`src/rtl/approx_mult_pipe.sv`:
```
// Three-stage unsigned multiplier with a per-transaction exact/approximate mode.
// Approximate mode ORs each of the low APPROX_COLS product columns instead of summing them.
module approx_mult_pipe #(
    parameter int WIDTH       = 8,
    parameter int APPROX_COLS = 4
) (
    input  logic               clk,
    input  logic               rst,
    input  logic               in_valid,
    output logic               in_ready,
    input  logic [WIDTH-1:0]   num1,
    input  logic [WIDTH-1:0]   num2,
    input  logic               approx_en,
    output logic               out_valid,
    input  logic               out_ready,
    output logic [2*WIDTH-1:0] w,
    output logic               out_approx
);

    localparam int PW   = 2 * WIDTH;
    localparam int HALF = WIDTH / 2;

    logic          advance_s;
    logic [PW-1:0] approx_mask_s;
    logic [PW-1:0] row_s;

    logic [PW-1:0] s1_lo_d, s1_hi_d, s1_l_d;
    logic [PW-1:0] s1_lo_q, s1_hi_q, s1_l_q;
    logic          s1_valid_q, s1_approx_q;

    logic [PW-1:0] s2_sum_d, s2_carry_d, s2_maj_s;
    logic [PW-1:0] s2_sum_q, s2_carry_q;
    logic          s2_valid_q, s2_approx_q;

    logic [PW-1:0] w_d;

    // The whole pipe moves together; only the output stage can stall it.
    assign advance_s = !out_valid || out_ready;
    assign in_ready  = advance_s || rst;

    // S1: partial-product rows, low columns diverted to the OR row in approximate mode.
    always_comb begin
        approx_mask_s = '0;
        row_s         = '0;
        s1_lo_d       = '0;
        s1_hi_d       = '0;
        s1_l_d        = '0;
        for (int c = 0; c < PW; c++) begin
            approx_mask_s[c] = approx_en && (c < APPROX_COLS);
        end
        for (int j = 0; j < WIDTH; j++) begin
            row_s  = {{WIDTH{1'b0}}, num1 & {WIDTH{num2[j]}}} << j;
            s1_l_d = s1_l_d | (row_s & approx_mask_s);
            row_s  = row_s & ~approx_mask_s;
            if (j < HALF) begin
                s1_lo_d = s1_lo_d + row_s;
            end else begin
                s1_hi_d = s1_hi_d + row_s;
            end
        end
    end

    // S2: 3:2 carry-save compression of the two half sums and the OR row.
    always_comb begin
        s2_maj_s   = (s1_lo_q & s1_hi_q) | (s1_lo_q & s1_l_q) | (s1_hi_q & s1_l_q);
        s2_sum_d   = s1_lo_q ^ s1_hi_q ^ s1_l_q;
        s2_carry_d = {s2_maj_s[PW-2:0], 1'b0};
    end

    // S3: final carry-propagate add.
    always_comb begin
        w_d = s2_sum_q + s2_carry_q;
    end

    // Valid bits and output registers, cleared by reset, frozen while stalled.
    always_ff @(posedge clk) begin
        if (rst) begin
            s1_valid_q <= 1'b0;
            s2_valid_q <= 1'b0;
            out_valid  <= 1'b0;
            w          <= '0;
            out_approx <= 1'b0;
        end else if (advance_s) begin
            s1_valid_q <= in_valid;
            s2_valid_q <= s1_valid_q;
            out_valid  <= s2_valid_q;
            w          <= w_d;
            out_approx <= s2_approx_q;
        end else begin
            s1_valid_q <= s1_valid_q;
            s2_valid_q <= s2_valid_q;
            out_valid  <= out_valid;
            w          <= w;
            out_approx <= out_approx;
        end
    end

    // Intermediate datapath registers; their contents only matter behind a valid bit.
    always_ff @(posedge clk) begin
        if (advance_s) begin
            s1_lo_q     <= s1_lo_d;
            s1_hi_q     <= s1_hi_d;
            s1_l_q      <= s1_l_d;
            s1_approx_q <= approx_en;
            s2_sum_q    <= s2_sum_d;
            s2_carry_q  <= s2_carry_d;
            s2_approx_q <= s1_approx_q;
        end else begin
            s1_lo_q     <= s1_lo_q;
            s1_hi_q     <= s1_hi_q;
            s1_l_q      <= s1_l_q;
            s1_approx_q <= s1_approx_q;
            s2_sum_q    <= s2_sum_q;
            s2_carry_q  <= s2_carry_q;
            s2_approx_q <= s2_approx_q;
        end
    end

endmodule

```
`config.mk`:
```
export PLATFORM = sky130hd
export DESIGN_NAME = approx_mult_pipe
export DESIGN_NICKNAME = d
export VERILOG_FILES = /design/src/rtl/approx_mult_pipe.sv
export SDC_FILE = /design/constraint.sdc
export NUM_CORES = 1
export LEC_CHECK = 0
export BUFFER_PORTS_ARGS = -buffer_cell sky130_fd_sc_hd__buf_2
export CORE_ASPECT_RATIO = 1.2
export CORE_MARGIN = 2
export CORE_UTILIZATION = 55
export CTS_BUF_LIST = sky130_fd_sc_hd__clkbuf_8
export CTS_CLUSTER_SIZE = 28
export DETAILED_ROUTE_END_ITERATION = 12
export PLACE_DENSITY = 0.77
export SLEW_MARGIN = 20
export SYNTH_ARGS = -nofsm -noshare
export SYNTH_HDL_FRONTEND = slang
export SYNTH_SLANG_ARGS = --single-unit
```
`constraint.sdc`:
```
create_clock -name clk -period 3.3 [get_ports clk]
set_input_delay 0.33 -clock clk [delete_from_list [all_inputs] [get_ports clk]]
set_output_delay 0.33 -clock clk [all_outputs]
set_load 0.005 [all_outputs]
```
==> results of run 1 <==
## synthesized netlist by cell type, types with 5 or more instances
master,number,share of area [%]
a211oi_1,5,0.73
a21o_1,7,1.0
a21oi_1,20,2.0
and2_1,32,3.9
clkbuf_1,11,0.80
dfxtp_1,20,7.8
edfxtp_1,60,35
fa_1,27,11
ha_1,54,13
inv_1,57,4.2
nand2_1,65,4.8
nor2_1,26,1.9
nor2b_1,8,0.98
o21ai_0,13,1.3
xnor2_1,13,2.2
xor2_1,9,1.5
## critical path: stages
cell      delay [ps]
buf_2            110
nor2b_2          170
and2_4           170
fa_1             540
inv_1             60
fa_1             460
inv_1             80
ha_2             180
inv_1             50
fa_2             330
nor2b_1          120
o21ai_1           80
a21boi_1         180
o21ai_1          140
nor2b_1          160
xnor2_1          130
## worst paths after layout
kind | startpoint | to | slack (ps)
worst max-delay path | num2[0] | s1_lo_q[9] | 130
worst min-delay path | in_valid | s1_valid_q | 240
worst max register to register | s2_sum_q[1] | w[11] | 980
worst min register to register | s1_hi_q[13] | s2_sum_q[13] | 420
## cell families after synthesis
group	Yosys count
buffers and inverters	69
adders and majority gates	81
AOI/OAI and AO/OA	79
xor gates and xnor gates	22
DFF	80
and+or+nand+nor	149
## placed cells by master (no fill, tap or decap), types with 3 or more instances in the layout
cell type,instances
a211oi_1,4
a211oi_2,4
a21o_1,7
a21oi_1,17
a21oi_2,4
a22oi_1,3
and2_1,31
and3_1,3
buf_2,39
buf_4,34
clkbuf_8,9
dfxtp_1,20
edfxtp_1,60
fa_1,25
ha_1,53
inv_1,57
nand2_1,65
nand2b_1,4
nand3_1,4
nor2_1,26
nor2b_1,7
nor3_1,3
o21a_1,3
o21ai_0,11
o21ai_1,4
o22ai_1,4
xnor2_1,13
xor2_1,9
## through the flow
stage          instances  setup slack [ps]  power [µW]  TNS, ps  util [%]
4_1_cts              675              46.2        3590        0      65.0
2_1_floorplan        480              1.18        2460        0         -
3_5_place_dp         660              -316        2840    -1420      62.7
5_1_grt              676             -58.4        3850    -80.7      65.3
6_report             676               133        3580        0      65.3
3_3_place_gp         660              -155        2760     -579      62.7
## registers in the layout (all words and copies together), names as in the netlist
register	flops
out_approx	1
s1_valid_q	1
w	16
s2_carry_q	13
s2_sum_q	16
out_valid	1
s2_valid_q	1
s1_lo_q	13
s1_approx_q	1
s1_l_q	4
s1_hi_q	12
s2_approx_q	1
## layer usage
layer | share of wire (%) | wire [µm] | up-vias
met4 | 1.6 | 140 | 0
met3 | 3.3 | 298 | 14
met5 | 0 | 0 | -
met2 | 53 | 4730 | 70
li1 | - | - | 1774
met1 | 42 | 3740 | 1684
## final cells by class
class | instances | share of cell area, %
Inverter | 57 | 3.61
Timing Repair Buffer | 73 | 7.59
Sequential cell | 80 | 37.1
Clock inverter | 6 | 1.45
Multi-Input combinational cell | 331 | 45.6
Tap cell | 120 | 2.53
Clock buffer | 9 | 2.09
## repair_timing
action | 4_1_cts | 5_1_grt
buffers inserted | 0 | 1
hold buffers | 0 | 0
resized for setup | 0 | 8
endpoints found under the setup margin | 0 | 3
## power by group through the flow
stage               Sequential, µW  Clock, µW  Combinational, µW
global placement              1520          0               1240
floorplan                     1520          0                945
global route                  1550        819               1490
CTS                           1520        766               1310
finish                        1520        746               1320
detailed placement            1540          0               1290
==> impl_metrics.py, run 1 <==
metrics = {
    "placement": {
        "dpl_cell_area_um2": 5690,
        "gp_congestion": 0.820,
        "portBuffers": 39,
        "hpwl_um": 7120,
    },
    "global_routing": {
        "grt_max_degree": 48,
        "track_usage_pct": 19.1,
        "overflow": 0,
        "busiest_layer": "met2",
        "grt_pass1_vias": 3500,
        "antenna_found_initial": 0,
        "grt_pass1_wl_um": 15300,
        "gr-usage-met1_pct": 22.6,
        "gr-usage-met3_pct": 3.36,
        "grtUsageMet2_pct": 35.1,
    },
    "synthesis": {
        "synth_xor_area_share_pct": 3.76,
        "synth-simple-area-share_pct": 13.9,
        "yosysWarnings": 0,
        "synthesis.nets": 582,
        "ys.flop_type": "edfxtp_1",
        "syn_area_um2": 5130,
        "synth_top_family_by_area": "adder cells",
        "synth_adder_area_share_pct": 23.7,
        "synth.distinct_cells": 48,
        "syn-instance-count": 480,
        "synthMuxAreaShare_pct": 0,
        "synth-seq-cells": 80,
        "yosysSeqAreaShare_pct": 42.9,
        "synth_edf_count": 60,
        "syn-mean-instance-area_um2": 10.7,
        "async_reset_ff_share_pct": 0,
        "synth-compound-area-share_pct": 10.7,
    },
    "cells_and_area": {
        "layout-area-overhead-vs-synth_pct": 15.7,
        "antenna_cells": 0,
        "finalNetCount": 654,
        "multi_input_area_um2": 2710,
        "seq_area_um2": 2200,
        "finalInstanceArea_um2": 5930,
        "num-fill-cells": 691,
        "drive_gt1_share_pct": 19.2,
    },
    "route": {
        "firstDrtPassIters": 5,
        "ant_nets": 0,
        "wirelength_um": 8910,
        "vias": 3542,
        "viasPerCell": 5.24,
        "drc": 0,
        "wl_per_cell_um": 13.2,
        "drt-initial-drc-count": 211,
    },
    "timing": {
        "finalCriticalPeriod_ps": 3170,
        "worst_pin_slew_ps": 554,
        "finClkSkew_ps": 12.2,
        "drv_slew": 0,
        "setup_violations": 0,
        "relSlewSlack_pct": 63.1,
        "post-route-period-util_pct": 96.0,
        "max_freq_mhz": 316,
        "hold_slack_ps": 237,
        "hold_violations": 0,
    },
    "floorplan": {
        "fp-row-count": 38,
        "initial_core_util_pct": 56.5,
        "die_h_um": 110,
        "fp.dieW_um": 92.2,
        "io_pins": 40,
        "die-area_um2": 10100,
        "core_area_um2": 9080,
    },
    "pwr": {
        "vdd_drop_max_uv": 255,
        "power_switching_uw": 1140,
        "pwr-share-seq_pct": 42.3,
        "switching_share_pct": 31.8,
        "p_comb_share_pct": 36.8,
        "clkPwrFrac_pct": 20.8,
        "leakagePower_uw": 0.00285,
        "power.density_nw_per_um2": 603,
        "internal_power_uw": 2440,
    },
    "worst_setup_path": {
        "r2r_cells": 8,
        "cp.arrival_ps": 3260,
        "cp-start-kind": "primary input",
        "crit_type": "primary input to flip-flop",
        "critPathCaptureType": "flip-flop",
        "cp.required_ps": 3390,
        "crit_fanout": 4,
    },
    "cts": {
        "cts_tree": "done",
        "cts-buffers-inserted": 9,
        "clock_latency_ps": 340,
        "clk_pin_slew_ps": 70,
        "clock-root-buffer": "clkbuf_8",
        "cts_max_level": 3,
        "clock-sinks": 80,
        "cts_buffer_depth": 2,
    },
    "job": {
        "cap_violations": 0,
    },
    "status": {
        "status": "finished clean",
    },
    "hold_path": {
        "hold_path.class": "primary input to flip-flop",
        "hold_depth": 3,
    },
}
Power figures use the tool's default switching activity.
==> inputs of run 2 (changes only) <==
PLACE_DENSITY = unset   (was 0.77)
PLACE_DENSITY_LB_ADDON = 0.3   (was unset)
==> impl_metrics.py, run 2 (synthesized netlist as in run 1, its figures left out) <==
metrics = {
    "cts": {
        "clock-sinks": 80,
        "cts_tree": "done",
        "cts_resized": 0,
        "clock_latency_ps": 340,
        "post-cts-setup-buffers": 0,
        "cts_buffer_depth": 2,
        "clock-root-buffer": "clkbuf_8",
        "clk_pin_slew_ps": 80,
        "cts_max_level": 3,
        "cts-buffers-inserted": 9,
        "cts_hold_buf": 0,
    },
    "pwr": {
        "vdd_drop_max_uv": 240,
        "power.density_nw_per_um2": 606,
        "pwr-share-seq_pct": 42.4,
        "finalPower_uw": 3570,
        "clkPwrFrac_pct": 21.1,
        "leakagePower_uw": 0.00283,
        "p_comb_share_pct": 36.5,
        "power_switching_uw": 1130,
        "internal_power_uw": 2430,
        "switching_share_pct": 31.8,
    },
    "global_routing": {
        "busiest_layer": "met2",
        "grt_pass1_wl_um": 15000,
        "grtUsageMet2_pct": 35.1,
        "grt_pass1_vias": 3514,
        "grt_max_degree": 48,
        "track_usage_pct": 18.6,
        "antenna_found_initial": 0,
        "overflow": 0,
        "gr-usage-met3_pct": 3.08,
        "gr-usage-met1_pct": 21.4,
    },
    "placement": {
        "hpwl_um": 6860,
        "gp_congestion": 0.806,
        "portBuffers": 39,
    },
    "timing": {
        "finClkSkew_ps": 9.40,
        "relSlewSlack_pct": 63.1,
        "post-route-period-util_pct": 94.3,
        "finalCriticalPeriod_ps": 3110,
        "max_freq_mhz": 321,
        "hold_violations": 0,
        "drv_slew": 0,
        "fin_setup_tns_ps": 0,
        "worst_pin_slew_ps": 554,
        "setup_violations": 0,
        "rsz0062_at_grt": "false",
    },
    "route": {
        "firstDrtPassIters": 5,
        "wl_per_cell_um": 13.2,
        "wirelength_um": 8910,
        "drt-initial-drc-count": 221,
        "viasPerCell": 5.18,
        "vias": 3484,
        "ant_nets": 0,
        "drc": 0,
    },
    "status": {
        "status": "finished clean",
    },
    "hold_path": {
        "hold_path.class": "primary input to flip-flop",
    },
    "floorplan": {
        "fp.dieW_um": 92.2,
        "io_pins": 40,
        "fp-row-count": 38,
        "die-area_um2": 10100,
        "initial_core_util_pct": 56.5,
        "core_area_um2": 9080,
        "die_h_um": 110,
    },
    "cells_and_area": {
        "finalNetCount": 651,
        "final_common_cell": "nand2_1",
        "multi_input_area_um2": 2690,
        "top_regs": "s2_sum_q x16, w x16",
        "antenna_cells": 0,
        "seq_area_um2": 2200,
        "drive_gt1_share_pct": 18.1,
        "layout-area-overhead-vs-synth_pct": 14.8,
        "num-fill-cells": 726,
        "mostFrequentLayoutCells": "65 x nand2_1, 60 x edfxtp_1, 56 x inv_1, 54 x ha_1, 39 x buf_2",
    },
    "worst_setup_path": {
        "cp-start-kind": "primary input",
        "crit_type": "primary input to flip-flop",
        "critPathCaptureType": "flip-flop",
        "cp.required_ps": 3380,
        "crit_fanout": 8,
        "cp.arrival_ps": 3200,
    },
    "job": {
        "cap_violations": 0,
    },
}
## run 2: per-layer routing
metal  vias to the layer above  share of wire [%]
li1                       1769                  -
met1                      1632                 43
met2                        74                 53
met3                         9                3.0
met4                         0               0.84
met5                         -                  0
## run 2: area by class of cell
type	count	area share (%)
clock inverters	6	1.44
clock buffers	9	2.10
well taps	120	2.55
repair buffers	70	7.26
flip-flops and latches	80	37.4
multi-input cells	331	45.6
inverters	57	3.63
## run 2: critical path, cell delays in order
cell	delay, ps
buf_2	100
buf_4	150
and2_1	170
fa_1	530
inv_1	50
fa_1	550
inv_1	50
ha_1	280
a21o_1	160
a21oi_2	150
o21ai_0	90
a21o_1	210
o31ai_2	240
o21ai_0	130
## run 2: power groups by stage
stage / clock network (µW) / registers, µW / logic [µW]
2_1_floorplan: 0 / 1520 / 945
3_3_place_gp: 0 / 1530 / 1240
3_5_place_dp: 0 / 1530 / 1280
4_1_cts: 775 / 1520 / 1300
5_1_grt: 817 / 1540 / 1480
6_report: 753 / 1510 / 1300
## run 2: worst paths after layout
| kind | start | endpoint | slack, ps | depth (start not counted) |
|---|---|---|---|---|
| setup reg to reg | s2_sum_q[1] | w[11] | 900 | 8 |
| hold / removal | approx_en | s1_approx_q | 220 | 1 |
| setup / recovery | num2[0] | s1_lo_q[12] | 190 | 14 |
| hold reg to reg | s1_hi_q[13] | s2_sum_q[13] | 420 | 0 |
## run 2: stage by stage
step	hold WS (ps)	instances	utilization, %	worst slack, ps	instance area (µm²)
after floorplan	400	480	-	1.18	5150
after global placement	406	658	62.5	-158	5680
after detailed placement	407	658	62.5	-256	5680
after CTS	199	673	64.8	130	5890
after global routing	213	673	64.9	14.5	5890
final	217	673	64.9	188	5890
